`src/rtl/arbiter_pkg.sv`:
```
// Shared definitions for the round-robin memory arbiter: FSM state encoding,
// default channel count and watchdog limit.
package arbiter_pkg;

  localparam int unsigned NCH_DEFAULT     = 3;
  localparam int unsigned TIMEOUT_DEFAULT = 255;

  typedef enum logic [1:0] {
    ST_IDLE = 2'd0,
    ST_BUSY = 2'd1,
    ST_DONE = 2'd2
  } arb_state_t;

  // Width of a channel index; never narrower than one bit.
  function automatic int unsigned idx_w(input int unsigned n);
    return (n > 1) ? int'($clog2(n)) : 1;
  endfunction

endpackage

```
`src/rtl/rr_picker.sv`:
```
// Combinational round-robin picker: the first requesting channel after
// i_last_grant (wrapping modulo NCH) wins; returns one-hot and index forms.
module rr_picker
  import arbiter_pkg::*;
#(
  parameter int unsigned NCH = NCH_DEFAULT,
  parameter int unsigned IW  = idx_w(NCH)
) (
  input  logic [NCH-1:0] i_req,
  input  logic [IW-1:0]  i_last_grant,
  output logic [NCH-1:0] o_grant,
  output logic [IW-1:0]  o_grant_idx
);

  logic          w_found;
  logic [IW-1:0] w_cand;

  always_comb begin
    o_grant     = '0;
    o_grant_idx = '0;
    w_found     = 1'b0;
    w_cand      = '0;
    // Walk last+1 .. last+NCH so the previous winner has lowest priority.
    for (int unsigned k = 1; k <= NCH; k++) begin
      w_cand = IW'((32'(i_last_grant) + k) % NCH);
      if (!w_found && i_req[w_cand]) begin
        w_found         = 1'b1;
        o_grant[w_cand] = 1'b1;
        o_grant_idx     = w_cand;
      end
    end
  end

endmodule

```
`src/rtl/mem_arbiter_rr.sv`:
```
// Round-robin arbiter sharing one memory port among NCH requesters.
// Optional watchdog enabled by defining ARBITER_TIMEOUT_EN; WIDTH defaults to `MEMORY_WIDTH.
`ifndef MEMORY_WIDTH
`define MEMORY_WIDTH 32
`endif

module mem_arbiter_rr
  import arbiter_pkg::*;
#(
  parameter int unsigned NCH     = NCH_DEFAULT,
  parameter int unsigned WIDTH   = `MEMORY_WIDTH,
  parameter int unsigned TIMEOUT = TIMEOUT_DEFAULT
) (
  input  logic                 clk,
  input  logic                 reset,
  input  logic [NCH-1:0]       req_valid,
  input  logic [NCH-1:0]       req_rw,
  input  logic [NCH*32-1:0]    req_addr,
  input  logic [NCH*WIDTH-1:0] req_wdata,
  output logic [NCH-1:0]       req_ack,
  output logic [WIDTH-1:0]     req_rdata,
  output logic                 mem_enable,
  output logic                 mem_rw,
  input  logic                 mem_ack,
  output logic [31:0]          mem_addr,
  output logic [WIDTH-1:0]     mem_data_in,
  input  logic [WIDTH-1:0]     mem_data_out,
  output logic                 timeout_err
);

  localparam int unsigned IW = idx_w(NCH);

  if (NCH < 2 || NCH > 8) begin : g_nch_check
    $error("mem_arbiter_rr: NCH must be in 2..8");
  end
  if (TIMEOUT < 1) begin : g_timeout_check
    $error("mem_arbiter_rr: TIMEOUT must be at least 1");
  end

  arb_state_t       r_state;
  arb_state_t       w_state_nxt;
  logic [IW-1:0]    r_last_grant;
  logic [IW-1:0]    r_grant_idx;
  logic [NCH-1:0]   r_grant_oh;
  logic             r_mem_enable;
  logic             r_mem_rw;
  logic [31:0]      r_mem_addr;
  logic [WIDTH-1:0] r_mem_data_in;
  logic [NCH-1:0]   r_req_ack;
  logic [WIDTH-1:0] r_req_rdata;
  logic [NCH-1:0]   w_pick_oh;
  logic [IW-1:0]    w_pick_idx;
  logic             w_expired;
  logic [31:0]      w_ch_addr  [NCH];
  logic [WIDTH-1:0] w_ch_wdata [NCH];

  for (genvar i = 0; i < NCH; i++) begin : g_unpack
    assign w_ch_addr[i]  = req_addr[32*i +: 32];
    assign w_ch_wdata[i] = req_wdata[WIDTH*i +: WIDTH];
  end

  rr_picker #(
    .NCH (NCH),
    .IW  (IW)
  ) u_picker (
    .i_req        (req_valid),
    .i_last_grant (r_last_grant),
    .o_grant      (w_pick_oh),
    .o_grant_idx  (w_pick_idx)
  );

`ifdef ARBITER_TIMEOUT_EN
  localparam int unsigned CW = $clog2(TIMEOUT + 1);

  logic [CW-1:0] r_busy_cnt;
  logic          r_timeout_err;

  // Expiry on the TIMEOUT-th BUSY cycle; a real mem_ack in that cycle wins.
  assign w_expired = (r_state == ST_BUSY) && !mem_ack && (r_busy_cnt == CW'(TIMEOUT - 1));

  always_ff @(posedge clk) begin
    if (reset) begin
      r_busy_cnt    <= '0;
      r_timeout_err <= 1'b0;
    end else begin
      r_busy_cnt    <= (r_state == ST_BUSY) ? r_busy_cnt + CW'(1) : '0;
      r_timeout_err <= w_expired;
    end
  end

  assign timeout_err = r_timeout_err;
`else
  assign w_expired   = 1'b0;
  assign timeout_err = 1'b0;
`endif

  always_ff @(posedge clk) begin
    if (reset) r_state <= ST_IDLE;
    else       r_state <= w_state_nxt;
  end

  always_comb begin
    w_state_nxt = r_state;
    case (r_state)
      ST_IDLE: if (|req_valid)             w_state_nxt = ST_BUSY;
      ST_BUSY: if (mem_ack || w_expired)   w_state_nxt = ST_DONE;
      ST_DONE:                             w_state_nxt = ST_IDLE;
      default:                             w_state_nxt = ST_IDLE;
    endcase
  end

  always_ff @(posedge clk) begin
    if (reset) begin
      r_last_grant  <= IW'(NCH - 1);
      r_grant_idx   <= '0;
      r_grant_oh    <= '0;
      r_mem_enable  <= 1'b0;
      r_mem_rw      <= 1'b0;
      r_mem_addr    <= '0;
      r_mem_data_in <= '0;
      r_req_ack     <= '0;
      r_req_rdata   <= '0;
    end else begin
      r_req_ack <= '0;
      case (r_state)
        ST_IDLE: begin
          if (|req_valid) begin
            r_grant_idx   <= w_pick_idx;
            r_grant_oh    <= w_pick_oh;
            r_mem_enable  <= 1'b1;
            r_mem_rw      <= req_rw[w_pick_idx];
            r_mem_addr    <= w_ch_addr[w_pick_idx];
            r_mem_data_in <= w_ch_wdata[w_pick_idx];
          end
        end
        ST_BUSY: begin
          if (mem_ack) begin
            r_mem_enable <= 1'b0;
            r_req_ack    <= r_grant_oh;
            if (!r_mem_rw) r_req_rdata <= mem_data_out;
          end else if (w_expired) begin
            r_mem_enable <= 1'b0;
            r_req_ack    <= r_grant_oh;
            r_req_rdata  <= '0;
          end
        end
        ST_DONE: r_last_grant <= r_grant_idx;
        default: ;
      endcase
    end
  end

  assign req_ack     = r_req_ack;
  assign req_rdata   = r_req_rdata;
  assign mem_enable  = r_mem_enable;
  assign mem_rw      = r_mem_rw;
  assign mem_addr    = r_mem_addr;
  assign mem_data_in = r_mem_data_in;

endmodule

```
`config.mk`:
```
export PLATFORM = sky130hd
export DESIGN_NAME = mem_arbiter_rr
export DESIGN_NICKNAME = d
export VERILOG_FILES = /design/src/rtl/arbiter_pkg.sv /design/src/rtl/rr_picker.sv /design/src/rtl/mem_arbiter_rr.sv
export SDC_FILE = /design/constraint.sdc
export NUM_CORES = 1
export LEC_CHECK = 0
export CORE_ASPECT_RATIO = 1.1
export CORE_MARGIN = 2
export CORE_UTILIZATION = 35
export CTS_BUF_LIST = sky130_fd_sc_hd__clkbuf_8
export DETAILED_ROUTE_END_ITERATION = 8
export PLACE_DENSITY = 0.84
export SYNTH_ARGS = -nofsm -noshare
export SYNTH_HDL_FRONTEND = slang
export SYNTH_SLANG_ARGS = --single-unit
export TNS_END_PERCENT = 50
```
`constraint.sdc`:
```
create_clock -name clk -period 2.2 [get_ports clk]
set_input_delay 0.44 -clock clk [delete_from_list [all_inputs] [get_ports clk]]
set_output_delay 0.44 -clock clk [all_outputs]
set_load 0.1 [all_outputs]
```
==> key figures <==
Outcome
  • Outcome: completed

Logic synthesis
  • Share of the synthesized area in the top cell type: 39.6%
  • Cell taking the most area after synthesis: dfxtp_1
  • Synth Cell Area: 5570 um2
  • Yosys cell types: 41
  • Synth area leaders: dfxtp_1 (40%), a22oi_2 (11%), o211ai_2 (11%), nand2_1 (9.2%), nand4_1 (7.4%)
  • Syn Nets: 846
  • Synth Flop Type: dfxtp_1
  • Post-synth EDFFs: 0
  • YS warnings: 0
  • Synth Register Bits: 110
  • Mapped Avg Cell Area: 9.14 um2
  • Seq/Total Area, Yosys: 39.6%
  • Cell count after synthesis: 609
  • Ys async rst share: 0%

Worst setup path
  • Worst EP required: 2.46 ns
  • CP Cell Sequence: inv_1 -> ha_1 -> nor2b_1 -> a211o_1 -> and3b_4 -> buf_12 -> a22oi_2 -> o211ai_2
  • CP Launch Type: register
  • CP peak stage delay: 0.34 ns
  • WP data arrival: 2.32 ns
  • Crit. End Element: register
  • CP Buf/Inv Count: 2
  • R2r setup slk: 0.14 ns
  • Crit Path Max Fanout: 34
  • Largest delay share family, worst path: compound AO/OA/AOI/OAI gates
  • Critical-path top delay cell: dfxtp_1
  • WS Path Type: register to register

STA
  • Slew HR: 58.6%
  • Slew Limit Fails: 0
  • Tmin final: 2.06 ns
  • RSZ-0062 raised after global routing: no
  • Fmax achieved: 0.485 GHz
  • Final setup viols: 0
  • Setup TNS: 0 ns
  • Fin Clk Skew: 0.0183 ns
  • Final Hold Fails: 0
  • Slew @ Worst Pin: 0.621 ns
  • Tcrit/Tclk final: 93.8%

Clocking
  • CTS clock-pin slew for the worst setup and hold paths: 0.09 ns
  • Clk buf depth: 2
  • Hold_buf cts: 0
  • CTS H-tree depth: 3
  • # resized after CTS: 0
  • CTS tree: yes
  • CTS Sinks: 110
  • Num CTS Buffers: 9
  • Setup bufs post-CTS: 0
  • Worst skew pair latency: 0.39 ns
  • Root Driver: clkbuf_8

GRT
  • GR Overflow Total: 0
  • Largest net degree at the start of global routing: 64
  • Initial antenna violation count: 0
  • Vias in the first global route: 6183
  • First-pass GRT wire length: 32200 um
  • GR Util All Layers: 23.4%

Power
  • Tot Pwr: 6.83 mW
  • Pwr per Cell Area: 736 nW/um2
  • Max VDD drop: 0.470 mV
  • Pleak: 3.57 nW

Placement
  • I/O Buffers: 333
  • Placer Congestion: 0.898
  • Dpl hpwl: 15300 um
  • Placed cell areas: 9060 um2

Layout
  • Final nets: 1168
  • Antenna Cells: 0
  • Filler cells: 1345
  • Share of layout cells above drive strength 1: 28.6%
  • Most frequent cells in the layout: clkdlybuf4s50_1 (232), nand2_1 (136), buf_4 (132)
  • Final instance area: 9280 um2
  • Most common cell after layout, fill and taps aside: clkdlybuf4s50_1
  • Area Overhead vs Synth: 66.7%

Die
  • Core region area: 15600 um2
  • Row cnt: 48
  • Die width: 124 um
  • Starting Density: 35.7%
  • Die area: 16900 um2
  • Ports: 335
  • Die height: 136 um

Detailed routing
  • # DRC: 0
  • Vias: 6083
  • WL per Instance: 18.1 um
  • DRT Wirelength: 20600 um
  • Initial drt markers: 275
  • Pre-Repair DR Iteration Count: 4
  • Antenna viol nets, final: 0
  • Vias per cell: 5.35

Run
  • Max cap viols: 0

Min path
  • Worst min-delay path class: register to register
report_power, final:
part	internal [mW]	leakage, nW	switching (mW)
logic	0.984	2.56	2.13
registers	2.21	0.903	0.152
clock network	0.637	0.108	0.722
total	3.83	3.57	3.01
per-stage QoR:
step	hold WS [ns]	util [%]	setup slack, ns	instances
CTS	0.461	59.4	0.132	1136
global route	0.475	59.4	0.00177	1136
detailed placement	0.447	58.1	-0.187	1120
finish	0.459	59.4	0.136	1136
floorplan	0.424	-	0.0526	609
global placement	0.442	58.1	-0.169	1120
worst paths after layout:
path              cells after the start                    endpoint                          from
setup / recovery                      8    mem_addr[4]$_SDFFE_PP0P_  r_last_grant[0]$_SDFFE_PP0N_
hold / removal                        2  req_rdata[20]$_SDFFE_PP0P_    req_rdata[20]$_SDFFE_PP0P_
setup reg to reg                      8    mem_addr[4]$_SDFFE_PP0P_  r_last_grant[0]$_SDFFE_PP0N_
hold reg to reg                       2  req_rdata[20]$_SDFFE_PP0P_    req_rdata[20]$_SDFFE_PP0P_
routing by layer:
layer  global-route usage (%)  wire, um  part of all wire [%]  up-vias
met4                     10.2       681                   3.3        0
met5                        0         0                     0        -
li1                         -         -                     -     2900
met2                     40.6     10100                    49      286
met1                     27.7      8390                    41     2851
met3                     5.82      1420                   6.9       46
state kept, by name, indices dropped and copies added, names as in the netlist:
register      flops
req_rdata        32
mem_enable        1
mem_data_in      32
mem_rw            1
mem_addr         32
r_grant_oh        3
r_grant_idx       2
r_state           2
req_ack           3
r_last_grant      2
synthesized netlist by cell type (2+ instances only):
cell,count
o21ai_0,4
nand3b_1,2
nor3_1,3
nor2_1,11
o211ai_1,16
buf_2,27
ha_1,4
nor2b_1,3
buf_4,4
nand2_1,136
a22oi_2,50
nor3b_1,2
nand2b_1,5
a31oi_1,2
and2_1,3
clkbuf_1,28
mux2i_1,4
o21a_1,2
a21oi_1,35
o211ai_2,50
nand3_1,2
dfxtp_1,110
inv_1,4
a22oi_1,15
buf_6,6
nand4_1,66
area by class of cell:
class                           count  area (um2)  area share, %
Tap cell                          200         250           2.70
Clock inverter                      7        91.3          0.984
Timing Repair Buffer              376        3550           38.3
Sequential cell                   110        2200           23.7
Inverter                            4        15.0          0.162
Multi-Input combinational cell    430        3050           32.8
Clock buffer                        9         124           1.33
tightest hold or removal path, cell delays in order, from the launching register on:
cell and delay, ns:
dfxtp_1 0.32, nand2_1 0.05, a21oi_1 0.05
cells by family after synthesis:
kind of cell               count (synthesis)  share of synthesized area [%]
and+or+nand+nor                          237                           20.1
AOI/OAI and AO/OA                        183                           32.1
other                                      1                         0.0674
DFF                                      110                           39.6
buffers and inverters                     69                           6.34
adders and majority gates                  4                          0.899
muxes                                      5                          0.921
Note: power is estimated with default switching activity, not from simulation.
==> RTL change (same flow settings) <==
Encoding of `arb_state_t`: now one-hot (3 bits for 3 states).
--- a/src/rtl/arbiter_pkg.sv
+++ b/src/rtl/arbiter_pkg.sv
@@ -7,6 +7,6 @@
 
-  typedef enum logic [1:0] {
-    ST_IDLE = 2'd0,
-    ST_BUSY = 2'd1,
-    ST_DONE = 2'd2
+  typedef enum logic [2:0] {
+    ST_IDLE = 3'b001,
+    ST_BUSY = 3'b010,
+    ST_DONE = 3'b100
   } arb_state_t;
Function: no difference found for any inputs over 4 cycles, from zero or initial values and one cycle with reset high; so few cycles prove little.
==> RTL change against the original RTL <==
The run now ends with negative setup slack left. Die area is 5.1% lower. Synthesized area is 5.3% lower. Setup slack worse by 180 ps. Final cell count is 0.62% higher. Routed wire length is 3.6% higher. Core utilization is 5.6 points higher. Total power is 4.5% higher. Sequential cell count is 1 higher. Final area is 4.3% higher.
==> RTL change: results <==
export IMPL_vdd_ir_drop_worst_mv=0.5131
export IMPL_synthAdderAreaFrac_pct=0.9488
export IMPL_drt_iter0_drc=531
export IMPL_dp_final_hpwl_mm=15.25
export IMPL_tns_ps=-605.2
export IMPL_port_buffers=333
export IMPL_violations="negative setup slack"
export IMPL_worstPathArrival_ps=2550
export IMPL_drt_first_pass_iters=6
export IMPL_grtUsageMet1_pct=29.98
export IMPL_finalWorstSetupSlack_ps=-46.98
export IMPL_synth_area_leaders="dfxtp_1, o221ai_2, o221a_2"
export IMPL_pre_cts_ws_ps=-343.4
export IMPL_place_inst=1106
export IMPL_muxShareOfSynthArea_pct=0.6167
export IMPL_grtUsageMet2_pct=41.79
export IMPL_wl_mm=21.29
export IMPL_cts_root_buf="clkbuf_8"
export IMPL_grtUsageMet3_pct=6.078
export IMPL_p_leak_uw=0.003898
export IMPL_cts_made_buffers=9
export IMPL_drive_above_1_share_pct=35.20
export IMPL_hp_class="reg2reg"
export IMPL_synth_xor_area_share_pct=0
export IMPL_nets=1178
export IMPL_yosys_warnings=0
export IMPL_synth_distinct_cells=48
export IMPL_via_per_inst=5.226
export IMPL_path_clk_slew_ps=110
export IMPL_worstHoldStart="req_rdata[23]$_SDFFE_PP0P_"
export IMPL_grt_max_degree=35
export IMPL_grt_pass1_wl_mm=31.28
export IMPL_synthArstFlopShare_pct=0
export IMPL_skew_ps=16.47
export IMPL_synthTopCellsByCount="nand2_1, dfxtp_1, inv_1, a22oi_1, o221a_2"
export IMPL_avgSynthCellArea_sq_um=9.303
export IMPL_synthesis_nets=804
export IMPL_fill_cells=1210
export IMPL_antenna_found_initial=2
export IMPL_vias=5973
export IMPL_status="finished with violations"
export IMPL_clk_latency_ps=390
export IMPL_first_global_vias=5810
export IMPL_synth_top_flop_cell="dfxtp_1"
export IMPL_yosysSeqAreaShare_pct=42.13
export IMPL_setup_viol=23
export IMPL_crit_start="r_last_grant[0]$_SDFFE_PP0N_"
export IMPL_crit_path_max_fanout=4
export IMPL_synth_compound_area_share_pct=35.60
export IMPL_ctsHtreeMaxLevel=3
export IMPL_place_gp_congestion=0.8910
export IMPL_grt_use_total_pct=24.60
RTL change: cell types whose count changed after synthesis, sizes merged, moves of 3 or more:
| cell | before | now |
|---|---|---|
| inv | 4 | 49 |
| mux2i | 4 | 1 |
| o221ai | 0 | 44 |
| nand4 | 66 | 1 |
| buf | 37 | 21 |
| nand2 | 136 | 118 |
| o211ai | 66 | 6 |
| nand2b | 5 | 2 |
| o221a | 0 | 44 |
| a22oi | 65 | 45 |
RTL change: path summary, 6_finish.rpt:
kind,endpoint,slack [ps],cells after the start
worst max-delay path,mem_data_in[21]$_SDFFE_PP0P_,-50,11
worst min-delay path,req_rdata[23]$_SDFFE_PP0P_,460,2
worst min register to register,req_rdata[23]$_SDFFE_PP0P_,460,2
worst max register to register,mem_data_in[21]$_SDFFE_PP0P_,-50,11
RTL change: layout make-up:
cell class	count	area (sq um)	area share, %
Tap cell	196	245.2	2.533
Sequential cell	111	2225	22.97
Timing Repair Buffer	411	3949	40.78
Multi-Input combinational cell	359	2841	29.34
Clock inverter	7	112.6	1.163
Antenna cell	1	2.502	0.02584
Inverter	49	183.9	1.899
Clock buffer	9	123.9	1.279
RTL change: repair_timing:
item	4_1_cts	5_1_grt
hold buffers	0	0
gates resized for setup	25	46
cloned	3	5
setup buffers	10	4
pin swaps	7	25
setup endpoints to repair	65	65
RTL change: per-stage QoR:
step / utilization (%) / cell area, sq um
3_5_place_dp: 60.11 / 8944
3_3_place_gp: 60.11 / 8944
5_1_grt: 65.08 / 9683
2_1_floorplan: - / 5291
4_1_cts: 63.42 / 9435
6_report: 65.08 / 9683
RTL change: critical path, stage by stage (launching register included):
cell and delay [ps]:
dfxtp_2 340, inv_2 80, ha_4 220, buf_6 120, or2_0 220, o221a_4 260, a211oi_4 290, o211ai_4 130
buf_6 150, buf_6 110, buf_6 120, o221ai_2 160
RTL change: report_power, final:
group | leakage, uW | total, uW | switching, uW | internal, uW
Combinational | 0.00287 | 3310 | 2160 | 1150
Sequential | 0.000910 | 2370 | 140 | 2230
Clock | 0.000115 | 1460 | 791 | 668
Total | 0.00390 | 7140 | 3090 | 4050
RTL change: cells by family after synthesis:
group / count (synthesis)
adders and majority gates: 4
DFF: 111
buffers and inverters: 97
muxes: 3
and+or+nand+nor: 156
AOI/OAI and AO/OA: 195
other: 1
RTL change: metal layers:
| metal | share of wire (%) | vias to the layer above |
|---|---|---|
| met5 | 0.038 | - |
| met4 | 3.4 | 2 |
| met3 | 7.6 | 49 |
| met2 | 49 | 263 |
| met1 | 40 | 2823 |
| li1 | - | 2836 |
